`src/rtl/move_scheduler.sv`:
```
// move_scheduler: once per game tick, steps pacman and three monsters in turn.
// Each mover gets a candidate coordinate, a shared maze-wall lookup, and a commit
// if the candidate is not a wall; a collision check ends every step.
// Optional feature: define MOVE_TIMEOUT_EN to abandon a wall lookup that sees
// no wq_ready for 16 cycles (position kept, sequence continues).
module move_scheduler #(
    parameter int X_MAX = 319,
    parameter int Y_MAX = 239,
    parameter int STEP  = 1
) (
    input  logic       clk,
    input  logic       reset,
    input  logic       tick,
    input  logic [3:0] btn,
    input  logic [1:0] m1_dir,
    input  logic [1:0] m2_dir,
    input  logic [1:0] m3_dir,
    output logic       wq_valid,
    output logic [8:0] wq_x,
    output logic [8:0] wq_y,
    input  logic       wq_ready,
    input  logic       wq_wall,
    output logic [8:0] p_x,
    output logic [8:0] p_y,
    output logic [8:0] m1_x,
    output logic [8:0] m1_y,
    output logic [8:0] m2_x,
    output logic [8:0] m2_y,
    output logic [8:0] m3_x,
    output logic [8:0] m3_y,
    output logic       busy,
    output logic       done,
    output logic       game_over
);

    typedef enum logic [2:0] {
        IDLE    = 3'd0,
        SEL     = 3'd1,
        REQ     = 3'd2,
        COMMIT  = 3'd3,
        COLLIDE = 3'd4,
        OVER    = 3'd5
    } state_t;

    // Direction encoding shared by monsters and the decoded pacman buttons.
    localparam logic [1:0] DIR_UP    = 2'b00;
    localparam logic [1:0] DIR_DOWN  = 2'b01;
    localparam logic [1:0] DIR_LEFT  = 2'b10;
    localparam logic [1:0] DIR_RIGHT = 2'b11;

    // Arithmetic is done one bit wider than the coordinate so that a step past
    // zero shows up as bit 9 set rather than wrapping to a large legal value.
    localparam logic [9:0] W_STEP = 10'(STEP);
    localparam logic [9:0] W_XMAX = 10'(X_MAX);
    localparam logic [9:0] W_YMAX = 10'(Y_MAX);

    // Start positions: pacman below the monster pen, monsters side by side.
    localparam logic [8:0] P_X0  = 9'd160;
    localparam logic [8:0] P_Y0  = 9'd180;
    localparam logic [8:0] M1_X0 = 9'd144;
    localparam logic [8:0] M2_X0 = 9'd160;
    localparam logic [8:0] M3_X0 = 9'd176;
    localparam logic [8:0] M_Y0  = 9'd120;

    state_t     r_state;
    state_t     w_next_state;
    state_t     w_after;
    logic [1:0] r_idx;
    logic [8:0] r_pos_x [0:3];
    logic [8:0] r_pos_y [0:3];
    logic [8:0] r_cand_x;
    logic [8:0] r_cand_y;
    logic       r_wall;
    logic       r_done;
    logic       r_game_over;

    logic       w_move;
    logic [1:0] w_dir;
    logic [8:0] w_cur_x;
    logic [8:0] w_cur_y;
    logic [9:0] w_ext_x;
    logic [9:0] w_ext_y;
    logic [9:0] w_dec_x;
    logic [9:0] w_dec_y;
    logic [9:0] w_inc_x;
    logic [9:0] w_inc_y;
    logic [8:0] w_cand_x;
    logic [8:0] w_cand_y;
    logic       w_cand_ok;
    logic       w_hit;
    logic       w_timeout;
    logic       w_adv;

    // Position of whichever entity is currently being processed.
    assign w_cur_x = r_pos_x[r_idx];
    assign w_cur_y = r_pos_y[r_idx];
    assign w_ext_x = {1'b0, w_cur_x};
    assign w_ext_y = {1'b0, w_cur_y};
    assign w_dec_x = w_ext_x - W_STEP;
    assign w_dec_y = w_ext_y - W_STEP;
    assign w_inc_x = w_ext_x + W_STEP;
    assign w_inc_y = w_ext_y + W_STEP;

    // Pick the direction for the indexed entity; pacman uses up>down>left>right.
    always_comb begin
        w_move = 1'b1;
        w_dir  = DIR_UP;
        case (r_idx)
            2'd0: begin
                if (btn[0]) begin
                    w_dir = DIR_UP;
                end else if (btn[1]) begin
                    w_dir = DIR_DOWN;
                end else if (btn[2]) begin
                    w_dir = DIR_LEFT;
                end else if (btn[3]) begin
                    w_dir = DIR_RIGHT;
                end else begin
                    w_move = 1'b0;
                    w_dir  = DIR_UP;
                end
            end
            2'd1:    w_dir = m1_dir;
            2'd2:    w_dir = m2_dir;
            default: w_dir = m3_dir;
        endcase
    end

    // Candidate coordinate and its legality (inside the field, no wrap-around).
    always_comb begin
        w_cand_x  = w_cur_x;
        w_cand_y  = w_cur_y;
        w_cand_ok = 1'b0;
        if (w_move) begin
            case (w_dir)
                DIR_UP: begin
                    w_cand_y  = w_dec_y[8:0];
                    w_cand_ok = ~w_dec_y[9];
                end
                DIR_DOWN: begin
                    w_cand_y  = w_inc_y[8:0];
                    w_cand_ok = (w_inc_y <= W_YMAX);
                end
                DIR_LEFT: begin
                    w_cand_x  = w_dec_x[8:0];
                    w_cand_ok = ~w_dec_x[9];
                end
                default: begin
                    w_cand_x  = w_inc_x[8:0];
                    w_cand_ok = (w_inc_x <= W_XMAX);
                end
            endcase
        end else begin
            w_cand_ok = 1'b0;
        end
    end

    // Pacman caught by any monster at exactly the same coordinate.
    assign w_hit = ((r_pos_x[0] == r_pos_x[1]) && (r_pos_y[0] == r_pos_y[1])) ||
                   ((r_pos_x[0] == r_pos_x[2]) && (r_pos_y[0] == r_pos_y[2])) ||
                   ((r_pos_x[0] == r_pos_x[3]) && (r_pos_y[0] == r_pos_y[3]));

`ifdef MOVE_TIMEOUT_EN
    logic [3:0] r_to_cnt;

    // Count consecutive REQ cycles that have gone without wq_ready.
    always_ff @(posedge clk or posedge reset) begin
        if (reset) begin
            r_to_cnt <= 4'd0;
        end else if ((r_state == REQ) && !wq_ready) begin
            r_to_cnt <= r_to_cnt + 4'd1;
        end else begin
            r_to_cnt <= 4'd0;
        end
    end

    // The 16th unanswered REQ cycle gives up on the lookup.
    assign w_timeout = (r_state == REQ) && !wq_ready && (r_to_cnt == 4'd15);
`else
    assign w_timeout = 1'b0;
`endif

    // Move on to the next entity: skipped candidate, finished commit, or abandoned lookup.
    assign w_adv = ((r_state == SEL) && !w_cand_ok) ||
                   (r_state == COMMIT) ||
                   ((r_state == REQ) && !wq_ready && w_timeout);

    // State register.
    always_ff @(posedge clk or posedge reset) begin
        if (reset) begin
            r_state <= IDLE;
        end else begin
            r_state <= w_next_state;
        end
    end

    // Next-state logic; leaving an entity goes to the next SEL or, after the last, to COLLIDE.
    always_comb begin
        w_next_state = r_state;
        if (r_idx == 2'd3) begin
            w_after = COLLIDE;
        end else begin
            w_after = SEL;
        end
        case (r_state)
            IDLE: begin
                if (tick) begin
                    w_next_state = SEL;
                end else begin
                    w_next_state = IDLE;
                end
            end
            SEL: begin
                if (w_cand_ok) begin
                    w_next_state = REQ;
                end else begin
                    w_next_state = w_after;
                end
            end
            REQ: begin
                if (wq_ready) begin
                    w_next_state = COMMIT;
                end else if (w_timeout) begin
                    w_next_state = w_after;
                end else begin
                    w_next_state = REQ;
                end
            end
            COMMIT: w_next_state = w_after;
            COLLIDE: begin
                if (w_hit) begin
                    w_next_state = OVER;
                end else begin
                    w_next_state = IDLE;
                end
            end
            OVER:    w_next_state = OVER;
            default: w_next_state = IDLE;
        endcase
    end

    // Entity index: cleared at step start, advanced as each entity finishes (wraps to 0 after 3).
    always_ff @(posedge clk or posedge reset) begin
        if (reset) begin
            r_idx <= 2'd0;
        end else if ((r_state == IDLE) && tick) begin
            r_idx <= 2'd0;
        end else if (w_adv) begin
            r_idx <= r_idx + 2'd1;
        end
    end

    // Latch the candidate in SEL so the lookup address stays stable through REQ.
    always_ff @(posedge clk or posedge reset) begin
        if (reset) begin
            r_cand_x <= 9'd0;
            r_cand_y <= 9'd0;
        end else if (r_state == SEL) begin
            r_cand_x <= w_cand_x;
            r_cand_y <= w_cand_y;
        end
    end

    // Capture the wall answer on the handshake cycle.
    always_ff @(posedge clk or posedge reset) begin
        if (reset) begin
            r_wall <= 1'b0;
        end else if ((r_state == REQ) && wq_ready) begin
            r_wall <= wq_wall;
        end
    end

    // Entity positions: only COMMIT of a non-wall candidate changes them.
    always_ff @(posedge clk or posedge reset) begin
        if (reset) begin
            r_pos_x[0] <= P_X0;
            r_pos_y[0] <= P_Y0;
            r_pos_x[1] <= M1_X0;
            r_pos_y[1] <= M_Y0;
            r_pos_x[2] <= M2_X0;
            r_pos_y[2] <= M_Y0;
            r_pos_x[3] <= M3_X0;
            r_pos_y[3] <= M_Y0;
        end else if ((r_state == COMMIT) && !r_wall) begin
            r_pos_x[r_idx] <= r_cand_x;
            r_pos_y[r_idx] <= r_cand_y;
        end
    end

    // Completion pulse and sticky game-over flag, both decided in COLLIDE.
    always_ff @(posedge clk or posedge reset) begin
        if (reset) begin
            r_done      <= 1'b0;
            r_game_over <= 1'b0;
        end else begin
            r_done      <= (r_state == COLLIDE) && !w_hit;
            r_game_over <= r_game_over | ((r_state == COLLIDE) && w_hit);
        end
    end

    assign wq_valid  = (r_state == REQ);
    assign wq_x      = r_cand_x;
    assign wq_y      = r_cand_y;
    assign busy      = (r_state != IDLE) && (r_state != OVER);
    assign done      = r_done;
    assign game_over = r_game_over;

    assign p_x  = r_pos_x[0];
    assign p_y  = r_pos_y[0];
    assign m1_x = r_pos_x[1];
    assign m1_y = r_pos_y[1];
    assign m2_x = r_pos_x[2];
    assign m2_y = r_pos_y[2];
    assign m3_x = r_pos_x[3];
    assign m3_y = r_pos_y[3];

endmodule
```
`config.mk`:
```
export PLATFORM = sky130hd
export DESIGN_NAME = move_scheduler
export DESIGN_NICKNAME = d
export VERILOG_FILES = /design/src/rtl/move_scheduler.sv
export SDC_FILE = /design/constraint.sdc
export NUM_CORES = 1
export LEC_CHECK = 0
export ABC_AREA = 1
export BUFFER_PORTS_ARGS = -buffer_cell sky130_fd_sc_hd__clkbuf_2
export CORE_MARGIN = 4
export CORE_UTILIZATION = 45
export DETAILED_ROUTE_END_ITERATION = 8
export GPL_ROUTABILITY_DRIVEN = 0
export PLACE_DENSITY_LB_ADDON = 0.05
export SLEW_MARGIN = 20
export SYNTH_ARGS = -nofsm -noshare
export SYNTH_HDL_FRONTEND = slang
export SYNTH_SLANG_ARGS = --single-unit
```
`constraint.sdc`:
```
create_clock -name clk -period 8.3 [get_ports clk]
set_input_delay 0.415 -clock clk [delete_from_list [all_inputs] [get_ports clk]]
set_output_delay 0.415 -clock clk [all_outputs]
set_load 0.005 [all_outputs]
```
---- After elaboration in Yosys (flattened, before gate mapping) ----
Cells that the tools add are included.
word-level totals
  register bits ........................... 98
  bits in latches ......................... 0
  memory bits (writable) .................. 0
  memory bits (read-only) ................. 0
  input port bits ......................... 15
  output and inout port bits .............. 94
  logic and storage cells ................. 102
  memories kept ........................... 0
cells by class
  add/sub/neg operators ................... 5
  $mul .................................... 0
  divide/modulo/power cells ............... 0
  $lt $le $gt $ge ......................... 4
  eq/ne operators ......................... 17
  shift operators ......................... 0
  muxes and demuxes ....................... 34
  bitwise logic cells ..................... 4
  reduce and logical (&&, ||, !) cells .... 23
operators by type and width
  kind                                                                    count
  36-bit bitwise mux                                                      2
  9-bit 2-to-1 mux                                                        7
  9-bit == test                                                           6
  9-bit binary-select mux with 2-bit select                               2
  9-bit one-hot mux with 2 select lines                                   2
  9-bit by 1-bit adder with 10-bit output, second input constant          2
  9-bit by 1-bit subtractor with 10-bit output, second input constant     2
  9-bit demux with 2-bit select                                           1
  3-bit one-hot mux with 6 select lines                                   1
  2-bit 2-to-1 mux                                                        6
  1-bit logical AND                                                       11
  10-bit by 8-bit <= comparator with 1-bit output, second input constant  1
  10-bit by 9-bit <= comparator with 1-bit output, second input constant  1
  3-bit 2-to-1 mux                                                        3
  1-bit 2-to-1 mux                                                        8
  2-bit == test, second input constant                                    3
  3-bit by 2-bit == test with 1-bit output, second input constant         2
  3-bit == test, second input constant                                    2
  2-bit one-hot mux with 3 select lines                                   1
  2-bit by 1-bit == test with 1-bit output, second input constant         2
  2-bit logical NOT                                                       2
  3-bit by 1-bit == test with 1-bit output, second input constant         1
  3-bit >= comparator, second input constant                              1
  1-bit logical NOT                                                       3
  12 further kinds                                                        15

---- Depth between registers and ports, before layout ----
Gate-level depths: netlist of run 1.
  depth after elaboration ................. 13
  gate-level depth with buffers ........... 22
  depth with buffers taken out ............ 20

---- Worst setup path after synthesis of run 1 ----
No wires, ideal clock.
  path type ............................... flip-flop to flip-flop
  start ................................... reg r_idx[1]
  end ..................................... reg r_idx[0]
  library setup time ...................... 0.118 ns
  arrival time ............................ 2.158 ns
  required time ........................... 8.182 ns
  path slack .............................. 6.024 ns
  stages on the path, launching flop included .. 21
  path buffers ............................ 2
  period minus slack after synthesis ...... 2.276 ns
  path through ............................ dfrtp_1 buf_4 inv_2 buf_2 ha_1 nand2_1 nand2_1 a21oi_1 nand2_1 o21ai_2 inv_1 nor2_1 nand3_1 nor2_1 nand2_1 nand2_1 nand3_2 nand2_2 nand2_2 nand3_1 nand2_1
between the ends
  cells in the longest elaborated chain, start to end .. 12
  elaborated cells between the ends (all ways) .. 29
  those cells by class .................... add/sub: 4; order compare: 2; eq/ne: 4; mux: 10; bitwise: 3; reduce/logical: 6
RTL lines
  item                                                                           line    source
  from (decl)                                                                    68      logic [1:0] r_idx;
  from (signal assigned)                                                         249     r_idx <= r_idx + 2'd1;
  2-bit NOT with 3-bit output (implied by the code)                              95, 96
  9-bit binary-select mux with 2-bit select (on tied branches)                   95, 96
  9-bit 2-to-1 mux (on tied branches) (2 in series)                              95, 96
  9-bit by 1-bit adder with 10-bit output, or another cell as far along          101     assign w_inc_x = w_ext_x + W_STEP;
  10-bit by 9-bit <= comparator with 1-bit output, or another cell as far along  150     w_cand_ok = (w_inc_x <= W_XMAX);
  1-bit one-hot mux with 3 select lines                                          135     case (w_dir)
  1-bit 2-to-1 mux (*)                                                           134     if (w_move) begin
  1-bit logical NOT (*)                                                          184     assign w_adv = ((r_state == SEL) && !w_cand_ok) ||
  1-bit logical AND (*)                                                          184
  1-bit logical OR (*)                                                           184
  2-bit nonzero test (no source line) (*)                                        -
Every way passes the cells marked *; elsewhere a longest branch is shown, timed or not. The select of a mux whose other input is x is not followed.
A chain may end at the register's enable or synchronous reset.

---- Final worst setup path of run 1 ----
  start ................................... reg r_idx[0]
  end ..................................... reg r_idx[0]
between the ends
  cells in the longest elaborated chain, start to end .. 12
  elaborated cells between the ends (all ways) .. 32
  those cells by class .................... add/sub: 5; order compare: 2; eq/ne: 4; mux: 12; bitwise: 3; reduce/logical: 6
RTL lines
  item                                                                           line
  2-bit NOT with 3-bit output (implied by the code)                              95, 96
  9-bit binary-select mux with 2-bit select (on tied branches)                   95, 96
  9-bit 2-to-1 mux (on tied branches) (2 in series)                              95, 96
  9-bit by 1-bit adder with 10-bit output, or another cell as far along          101
  10-bit by 9-bit <= comparator with 1-bit output, or another cell as far along  150
  1-bit one-hot mux with 3 select lines                                          135
  1-bit 2-to-1 mux                                                               134
  1-bit logical NOT                                                              184
  1-bit logical AND                                                              184
  1-bit logical OR                                                               184
  2-bit nonzero test (no source line)                                            -
Several ways; a longest one is shown, not always the timed one. The select of a mux whose other input is x is not followed.

==> flow_summary_export.csv, run 1 <==
group,metric,value,unit
run_status,run_status,"finished, final reports clean",
timing,skew,6.92,ps
logic_synthesis,avgSynthCellArea,6.99,um2
logic_synthesis,yosysWarnings,0,
clock_network,cts.sink_count,98,
logic_synthesis,yosys.area.top_type,"dfrtp_1",
pwr,p_leak,3.62,nW
die,fp.dieH,126,um
logic_synthesis,ys_ff_latch,98,
clock_network,ctsResizeCount,0,
global_route,first_pass_grt_wire_length,30600,um
global_route,overflow,0,
finish,number_of_fillers_in_the_final_layout,1391,
die,die_width,126,um
timing,hold_ws,52.7,ps
pwr,powerDensity,420,mW/mm2
timing,rsz0062_at_grt,"false",
clock_network,cts_made_buffers,9,
die,coreArea,0.0135,mm2
clock_network,post-cts-setup-buffer-count,0,
finish,layoutNonFillerInstCount,1170,
drt,route.antenna.remaining_nets,0,
timing,post-route-min-period,2850,ps
clock_network,clkTransAtPathRegs,70,ps
timing,maxClockFrequency,351,MHz
setup_path,criticalPathCategory,"register to register",
finish,finalNetCount,1012,
logic_synthesis,synth-compound-area-share,0.131,
timing,report.final.slew_viol_count,0,
logic_synthesis,yosysUniqueCellTypes,39,
logic_synthesis,synthSimpleGateAreaFrac,0.336,
logic_synthesis,synthAdderAreaFrac,0.0160,
die,std_cell_rows,42,
hold_path,holdCritPathClass,"input pin to asynchronous set/reset pin",
drt,routed_wire_length_per_instance,15.9,um
timing,worst_slew_pin_slew,865,ps
logic_synthesis,synth-seq-area-share,0.397,
drt,drt_iter0_drc,434,
logic_synthesis,post-synth-top-area-fraction,0.292,
setup_path,path_max_fanout,39,
clock_network,holdBufCountCts,0,
drt,finalWirelength,18600,um
finish,areaGrowthSynthToFinish,15.1,%
clock_network,htreeDepth,3,
finish,layout-drive-gt1-share,0.204,
timing,hold_violations,0,
timing,setup_violations,0,
drt,drt_first_pass_iters,5,
logic_synthesis,syn_nets,919,
die,initial_core_utilization,0.465,
die,die-area,0.0159,mm2
global_route,global_route.usage.total,0.238,
drt,via_count,6080,
placement,post-place-cells,1154,
logic_synthesis,yosys.area_share.xor_xnor,0.0406,
global_route,number_of_global_route_vias_before_repair,5863,
timing,timing.final.crit_share,0.343,
placement,dp_hpwl,13600,um
finish,antennaDiodeCount,0,
logic_synthesis,synthesis.area,0.00626,mm2
clock_network,ctsLongestPathBuffers,2,
global_route,grt_antenna_before_repair,0,
clock_network,cts.root.buffer_cell,"clkbuf_16",
logic_synthesis,post_synth_inst_count,896,
drt,vias_per_cell,5.20,
placement,place.port_buffers,108,
clock_network,worst_skew_pair.late_latency,350,ps
global_route,largest_net_degree_at_the_start_of_global_routing,64,
setup_path,required,8540,ps
timing,sum_of_negative_setup_slack,0,ps
die,io-pin-count,109,
clock_network,cts_tree,"built",
drt,remaining_drc_errors,0,
run,maxCapViolCount,0,
pwr,design_power_total,3.02,mW
setup_path,timing.critical_path.from_type,"register",
timing,timing.max_slew.rel_slack,0.423,
logic_synthesis,synthMuxAreaShare,0,
pwr,worst_ir_drop_vdd,208,uV
logic_synthesis,combinational_family_with_the_most_area_after_synthesis,"simple AND/OR/NAND/NOR gates",
logic_synthesis,synth.area.top_cells,"dfrtp_1, nand2_1, dfstp_2",
setup_path,cp-end-kind,"register",
setup_path,data_arrival_time_of_the_critical_path,3090,ps
-- through the flow --
stage / util / area, um2 / setup slack [ps]
after floorplan: - / 6260 / 5360
after global placement: 0.514 / 6920 / 5480
after detailed placement: 0.514 / 6920 / 5480
after CTS: 0.536 / 7200 / 5460
after global routing: 0.536 / 7200 / 5060
final: 0.536 / 7200 / 5450
-- cell families (layout without fill, tap and decap cells) --
group                      Yosys count  count (layout)
xor gates and xnor gates            29              29
AOI/OAI and AO/OA                  150             150
buffers and inverters              122             220
and+or+nand+nor                    489             489
DFF                                 98              98
adders and majority gates            8               8
-- critical path: stages (launching register included) --
cell	delay (ps)
dfrtp_1	380
inv_2	510
nand2_1	100
nand3_1	100
nand2_1	120
inv_1	120
ha_1	200
nand3_1	130
nor2_1	180
nand3_1	100
nand2_1	90
nand3_1	70
nor2_1	90
nand2_1	60
nand2_1	60
nand3_2	100
nand2_2	120
nand2_2	70
nand3_1	70
nand2_1	60
-- final timing paths --
check | slack (ps) | to | start | cells past startpoint
max | 5450 | r_idx[0] | r_idx[0] | 19
max in group asynchronous | 7110 | wq_y[8] | reset | 3
min reg2reg | 470 | game_over | game_over | 1
max reg2reg | 5450 | r_idx[0] | r_idx[0] | 19
min in group clk | 310 | r_wall | wq_wall | 3
min | 50 | m3_x[3] | reset | 2
-- routing by layer --
| metal | track usage | share of wire |
|---|---|---|
| met1 | 0.308 | 0.45 |
| met2 | 0.412 | 0.49 |
| met3 | 0.0428 | 0.045 |
| met4 | 0.0637 | 0.018 |
| met5 | 0 | 0 |
-- cell usage after synthesis --
cell type	number
buf_2	5
inv_2	4
o21ai_0	98
a22oi_1	7
nor2_1	58
nand3_1	64
buf_1	1
o21bai_1	1
nor3_1	13
xnor2_1	8
xor2_1	21
or2_1	1
clkbuf_1	19
or2_2	24
clkinv_1	3
buf_6	3
nor3_2	3
o2111ai_1	2
inv_1	83
nand4_1	18
o211ai_1	3
o32ai_1	1
a31oi_1	1
nand3_2	1
a21oi_1	24
o22ai_1	3
nor4_1	5
o221ai_1	2
ha_1	8
o211ai_2	1
dfrtp_1	73
o21ai_2	2
nor2_2	3
dfstp_2	25
o21ai_1	4
nand2_2	7
nand2_1	292
buf_4	4
a21o_1	1
-- sequential cells by signal, indices dropped and copies added (netlist names), 2 cells and up --
register,flops
r_state,3
p_x,9
m2_y,9
r_idx,2
wq_y,9
m3_y,9
m1_x,9
m3_x,9
m1_y,9
m2_x,9
p_y,9
wq_x,9
-- report_power, final --
group          switching, mW  total, mW  internal (mW)
Sequential             0.236      0.930          0.694
Combinational           1.06       1.69          0.626
Clock                  0.186      0.407          0.221
-- layout by cell type, fill, tap and decap left out, types with 7 or more instances in the layout --
| master | instances |
|---|---|
| a21oi_1 | 24 |
| a22oi_1 | 7 |
| clkbuf_16 | 9 |
| clkbuf_2 | 108 |
| dfrtp_1 | 73 |
| dfstp_2 | 25 |
| ha_1 | 8 |
| inv_1 | 82 |
| nand2_1 | 292 |
| nand2_2 | 7 |
| nand3_1 | 62 |
| nand4_1 | 18 |
| nor2_1 | 58 |
| nor3_1 | 13 |
| o21ai_0 | 98 |
| or2_2 | 24 |
| xnor2_1 | 8 |
| xor2_1 | 21 |
-- area by class of cell --
cell class	instances	area (um2)	share of cell area
Multi-Input combinational cell	676	3290	0.456
Tap cell	176	220	0.0306
Clock buffer	11	253	0.0351
Clock inverter	5	36.3	0.00504
Timing Repair Buffer	114	586	0.0813
Sequential cell	98	2480	0.345
Inverter	90	340	0.0472
(Power assumes the default switching activity.)
==> run 2: changes to the inputs <==
Clock period 8.3 ns to 2.6 ns, I/O delays scaled along.
==> run 2 against run 1 <==
Against the previous run: clock-buffer cell count is 2 lower; final cell count is 2.2% higher; largest power group unchanged; critical endpoint unchanged; clock skew is 0.97 ps higher.
==> flow_summary_export.csv, run 2 (synthesized netlist as in run 1, its figures left out) <==
group,metric,value,unit
timing,worst_slew_pin_slew,764,ps
global_route,global_route.usage.total,0.244,
finish,number_of_fillers_in_the_final_layout,1350,
die,std_cell_rows,42,
setup_path,data_arrival_time_of_the_critical_path,2740,ps
drt,drt_first_pass_iters,5,
finish,finalNetCount,1038,
setup_path,critPathMostFrequentCell,"nand2_1",
setup_path,buf_inv_stages_crit_path,4,
pwr,p_leak,3.74,nW
setup_path,critical-path-max-stage-delay,480,ps
timing,report.final.slew_viol_count,0,
timing,skew,7.89,ps
drt,remaining_drc_errors,0,
clock_network,worst_skew_pair.late_latency,360,ps
drt,routed_wire_length_per_instance,16.1,um
clock_network,htreeDepth,3,
setup_path,required,2890,ps
finish,layout-drive-gt1-share,0.229,
setup_path,cp-end-kind,"register",
global_route,grt_antenna_before_repair,0,
setup_path,timing.critical_path.from_type,"register",
die,initial_core_utilization,0.465,
die,die_width,126,um
run_status,run_status,"finished, final reports clean",
run,maxCapViolCount,0,
hold_path,holdCritPathClass,"input pin to register",
timing,maxClockFrequency,407,MHz
global_route,overflow,0,
clock_network,ctsLongestPathBuffers,2,
global_route,first_pass_grt_wire_length,31200,um
setup_path,slowest_stage,"dfrtp_2",
timing,rsz0062_at_grt,"true",
drt,via_count,6179,
placement,post-place-cells,1178,
finish,layoutNonFillerInstCount,1196,
finish,areaGrowthSynthToFinish,19.6,%
clock_network,cts_tree,"built",
setup_path,ordered_cell_list_for_the_critical_path,"inv_6, buf_12, nand3_1, nand2_1, inv_1, ha_1, nand3_2, inv_1, nand2_1, nand3_1, nor2_1, nand2_1, nand2_1, nand2_1, nand3_2, nand2_2, nand2_2, nand3_1, nand2_1",
setup_path,criticalPathCategory,"register to register",
global_route,number_of_global_route_vias_before_repair,5837,
clock_network,cts.root.buffer_cell,"clkbuf_16",
timing,finalWorstSetupSlack,145,ps
clock_network,cts_made_buffers,9,
finish,finish.instance_area,0.00749,mm2
setup_path,path_max_fanout,18,
timing,setup_violations,0,
pwr,powerDensity,1350,mW/mm2
die,coreArea,0.0135,mm2
drt,route.antenna.remaining_nets,0,
finish,post_route_utilization,0.557,
die,io-pin-count,109,
drt,vias_per_cell,5.17,
setup_path,cpLargestDelayFamily,"simple AND/OR/NAND/NOR gates",
global_route,largest_net_degree_at_the_start_of_global_routing,99,
setup_path,reg2regPathDepth,19,
placement,dp_hpwl,14300,um
finish,most-common-layout-cells,"nand2_1, clkbuf_2, o21ai_0",
finish,antennaDiodeCount,0,
timing,post-route-min-period,2460,ps
clock_network,clkTransAtPathRegs,70,ps
die,fp.dieH,126,um
timing,timing.max_slew.rel_slack,0.487,
pwr,worst_ir_drop_vdd,660,uV
placement,preCtsSetupSlack,-2.30,ps
hold_path,timing.hold.worst_path_depth,3,
placement,placed_cell_area,0.00711,mm2
timing,hold_violations,0,
setup_path,count_of_cell_instances_traversed_by_the_critical_path,19,
finish,mostFrequentLayoutCell,"nand2_1",
die,die-area,0.0159,mm2
clock_network,cts.sink_count,98,
drt,finalWirelength,19300,um
drt,drt_iter0_drc,383,
timing,timing.final.crit_share,0.944,
placement,place.port_buffers,108,
-- run 2: tightest hold or removal path, delay by kind of cell --
kind	cells	cell delay, ps
compound gates	1	100
simple gates	1	30
buf+inv	1	80
-- run 2: area by class of cell --
class	instances	area, um2	share of cell area
Timing Repair Buffer	140	816	0.109
Tap cell	176	220	0.0294
Multi-Input combinational cell	676	3320	0.443
Sequential cell	98	2490	0.332
Clock inverter	7	71.3	0.00953
Inverter	90	352	0.0470
Clock buffer	9	225	0.0301
-- run 2: path summary, 6_finish.rpt --
check | start | slack, ps | end
worst min register to register | game_over | 470 | game_over
min in group asynchronous | reset | 470 | m1_x[5]
worst min-delay path | wq_wall | 30 | r_wall
max in group asynchronous | reset | 1720 | p_y[2]
worst max-delay path | r_idx[1] | 140 | r_idx[0]
worst max register to register | r_idx[1] | 140 | r_idx[0]
-- run 2: routing by layer --
layer / global-route usage / share of wire / vias to the layer above
met5: 0 / 0 / -
met4: 0.0826 / 0.024 / 0
met3: 0.0237 / 0.043 / 25
met2: 0.409 / 0.49 / 162
met1: 0.332 / 0.45 / 2846
li1: - / - / 3146
-- run 2: what timing repair did --
action | 4_1_cts | 5_1_grt
setup buffers | 0 | 1
endpoints found under the hold margin | 73 | 0
resized for setup | 1 | 19
pin swaps | 0 | 2
hold buffers | 1 | 0
endpoints found under the setup margin | 1 | 11
-- run 2: where the power goes --
group,total [mW],switching (mW),internal (mW)
clock network,1.36,0.684,0.679
registers,2.99,0.776,2.21
logic,5.73,3.50,2.23
-- run 2: stage by stage --
step / TNS (ps) / hold slack [ps] / power [mW]
2_1_floorplan: 0 / 289 / 6.56
3_3_place_gp: -13.1 / 315 / 8.60
3_5_place_dp: -2.30 / 326 / 8.60
4_1_cts: 0 / 20.4 / 10.0
5_1_grt: -3.42 / 71.0 / 11.0
6_report: 0 / 26.2 / 10.1
==> run 3: changes to the inputs <==
Clock period 2.6 ns to 2.8 ns, I/O delays scaled along.
==> run 3 against run 2 <==
Against the previous run: clock skew up 2.8 ps; design area down 1.6%; via count up 0.53%; non-clock buffer count down 10; clock-buffer cell count unchanged; die area unchanged; wire length about the same; final cell count down 0.84%; first-iteration DRC count up 5.5%; setup slack better by 120 ps; utilization down 0.87 points.
==> flow_summary_export.csv, run 3 (synthesized netlist as in run 1, its figures left out) <==
group,metric,value,unit
die,die_width,126,um
die,coreArea,0.0135,mm2
placement,place.port_buffers,108,
clock_network,clkTransAtPathRegs,70,ps
timing,hold_violations,0,
timing,rsz0062_at_grt,"true",
finish,antennaDiodeCount,0,
global_route,global_route.usage.total,0.246,
setup_path,reg2regPathDepth,20,
pwr,design_power_total,9.15,mW
timing,timing.final.crit_share,0.906,
pwr,p_leak,3.69,nW
finish,most-common-layout-cells,"nand2_1, clkbuf_2, o21ai_0",
global_route,number_of_global_route_vias_before_repair,5895,
timing,post-route-min-period,2540,ps
die,die-area,0.0159,mm2
die,io-pin-count,109,
clock_network,cts_tree,"built",
finish,areaGrowthSynthToFinish,17.7,%
setup_path,data_arrival_time_of_the_critical_path,2790,ps
setup_path,cp-end-kind,"register",
timing,timing.max_slew.rel_slack,0.495,
clock_network,worst_skew_pair.late_latency,360,ps
run_status,run_status,"finished, final reports clean",
setup_path,timing.critical_path.from_type,"register",
drt,via_count,6212,
timing,maxClockFrequency,394,MHz
global_route,overflow,0,
hold_path,timing.hold.worst_path_depth,3,
placement,dp_hpwl,14400,um
setup_path,startpoint_of_the_lowest_slack_register_to_register_path,"r_idx[0]",
timing,sum_of_negative_setup_slack,0,ps
die,initial_core_utilization,0.465,
drt,route.antenna.remaining_nets,0,
setup_path,criticalPathCategory,"register to register",
finish,mostFrequentLayoutCell,"nand2_1",
run,maxCapViolCount,0,
drt,remaining_drc_errors,0,
placement,preCtsSetupSlack,134,ps
drt,routed_wire_length_per_instance,16.2,um
setup_path,required,3060,ps
finish,number_of_fillers_in_the_final_layout,1405,
finish,layout-drive-gt1-share,0.217,
setup_path,path_max_fanout,15,
die,std_cell_rows,42,
timing,worst_slew_pin_slew,752,ps
hold_path,holdCritPathClass,"input pin to register",
clock_network,cts.sink_count,98,
clock_network,ctsLongestPathBuffers,2,
finish,finalNetCount,1028,
die,fp.dieH,126,um
timing,skew,10.6,ps
hold_path,hp-start,"wq_wall",
global_route,largest_net_degree_at_the_start_of_global_routing,56,
global_route,grt_antenna_before_repair,0,
pwr,powerDensity,1240,mW/mm2
drt,finalWirelength,19300,um
timing,finalWorstSetupSlack,264,ps
timing,setup_violations,0,
clock_network,htreeDepth,3,
clock_network,cts_made_buffers,9,
global_route,first_pass_grt_wire_length,31300,um
drt,drt_first_pass_iters,5,
drt,vias_per_cell,5.24,
timing,report.final.slew_viol_count,0,
clock_network,cts.root.buffer_cell,"clkbuf_16",
setup_path,critPathLaunch,"r_idx[0]",
drt,drt_iter0_drc,404,
pwr,worst_ir_drop_vdd,631,uV
run 3: changes by cell type in the layout (fill, tap and decap cells not counted), sizes merged:
cell / before / now
clkinvlp: 3 / 2
buf: 31 / 20
clkbuf: 117 / 118
clkinv: 4 / 5
run 3: layout make-up:
class                      count  area (um2)  share of cell area
timing repair buffer         130         758               0.103
sequential                    98        2490               0.337
clock inverter                 7        50.0             0.00679
multi-input combinational    676        3280               0.445
clock buffer                   9         225              0.0306
inverter                      90         348              0.0472
tap                          176         220              0.0299
run 3: worst paths after layout:
check,end,slack [ps]
setup / recovery,r_idx[0],260
hold / removal,r_wall,20
setup reg to reg,r_idx[0],260
hold reg to reg,game_over,460
max in group asynchronous,m2_y[3],1690
min in group asynchronous,m1_x[5],380
run 3: critical path, cell delays in order, from the launching register on:
cell	delay, ps
dfrtp_2	470
inv_6	150
buf_12	150
nand2_1	60
nand3_1	60
nand2_1	120
inv_1	110
ha_1	180
nand3_1	150
nor2_1	170
nand3_1	90
nand2_1	80
nand3_1	70
nor2_1	90
nand2_1	50
nand2_1	60
nand3_2	90
nand2_2	110
nand2_2	60
nand3_1	60
nand2_1	50
run 3: metrics by stage:
| stage | cells | hold slack, ps | util | instance area [um2] |
|---|---|---|---|---|
| detailed placement | 1167 | 233 | 0.522 | 7030 |
| global route | 1186 | 73.8 | 0.548 | 7370 |
| floorplan | 896 | 299 | - | 6260 |
| global placement | 1167 | 231 | 0.522 | 7030 |
| finish | 1186 | 23.3 | 0.548 | 7370 |
| CTS | 1184 | 20.0 | 0.544 | 7310 |
run 3: power by group:
group | internal (mW) | switching (mW) | total, mW | leakage, nW
Clock | 0.608 | 0.586 | 1.19 | 0.130
Sequential | 2.06 | 0.716 | 2.77 | 1.22
Combinational | 1.98 | 3.20 | 5.18 | 2.35
Total | 4.65 | 4.50 | 9.15 | 3.69
run 3: repair_timing:
item                                    4_1_cts  5_1_grt
endpoints found under the setup margin        0        9
hold buffers                                  1        0
endpoints found under the hold margin        34        0
resized for setup                             0       10
setup buffers                                 0        1
run 3: per-layer routing:
layer / vias up / track usage / wire length (um)
met3: 26 / 0.0381 / 894
met5: - / 0 / 0
met4: 0 / 0.0770 / 401
met1: 2905 / 0.318 / 8320
met2: 169 / 0.425 / 9650
li1: 3112 / - / -
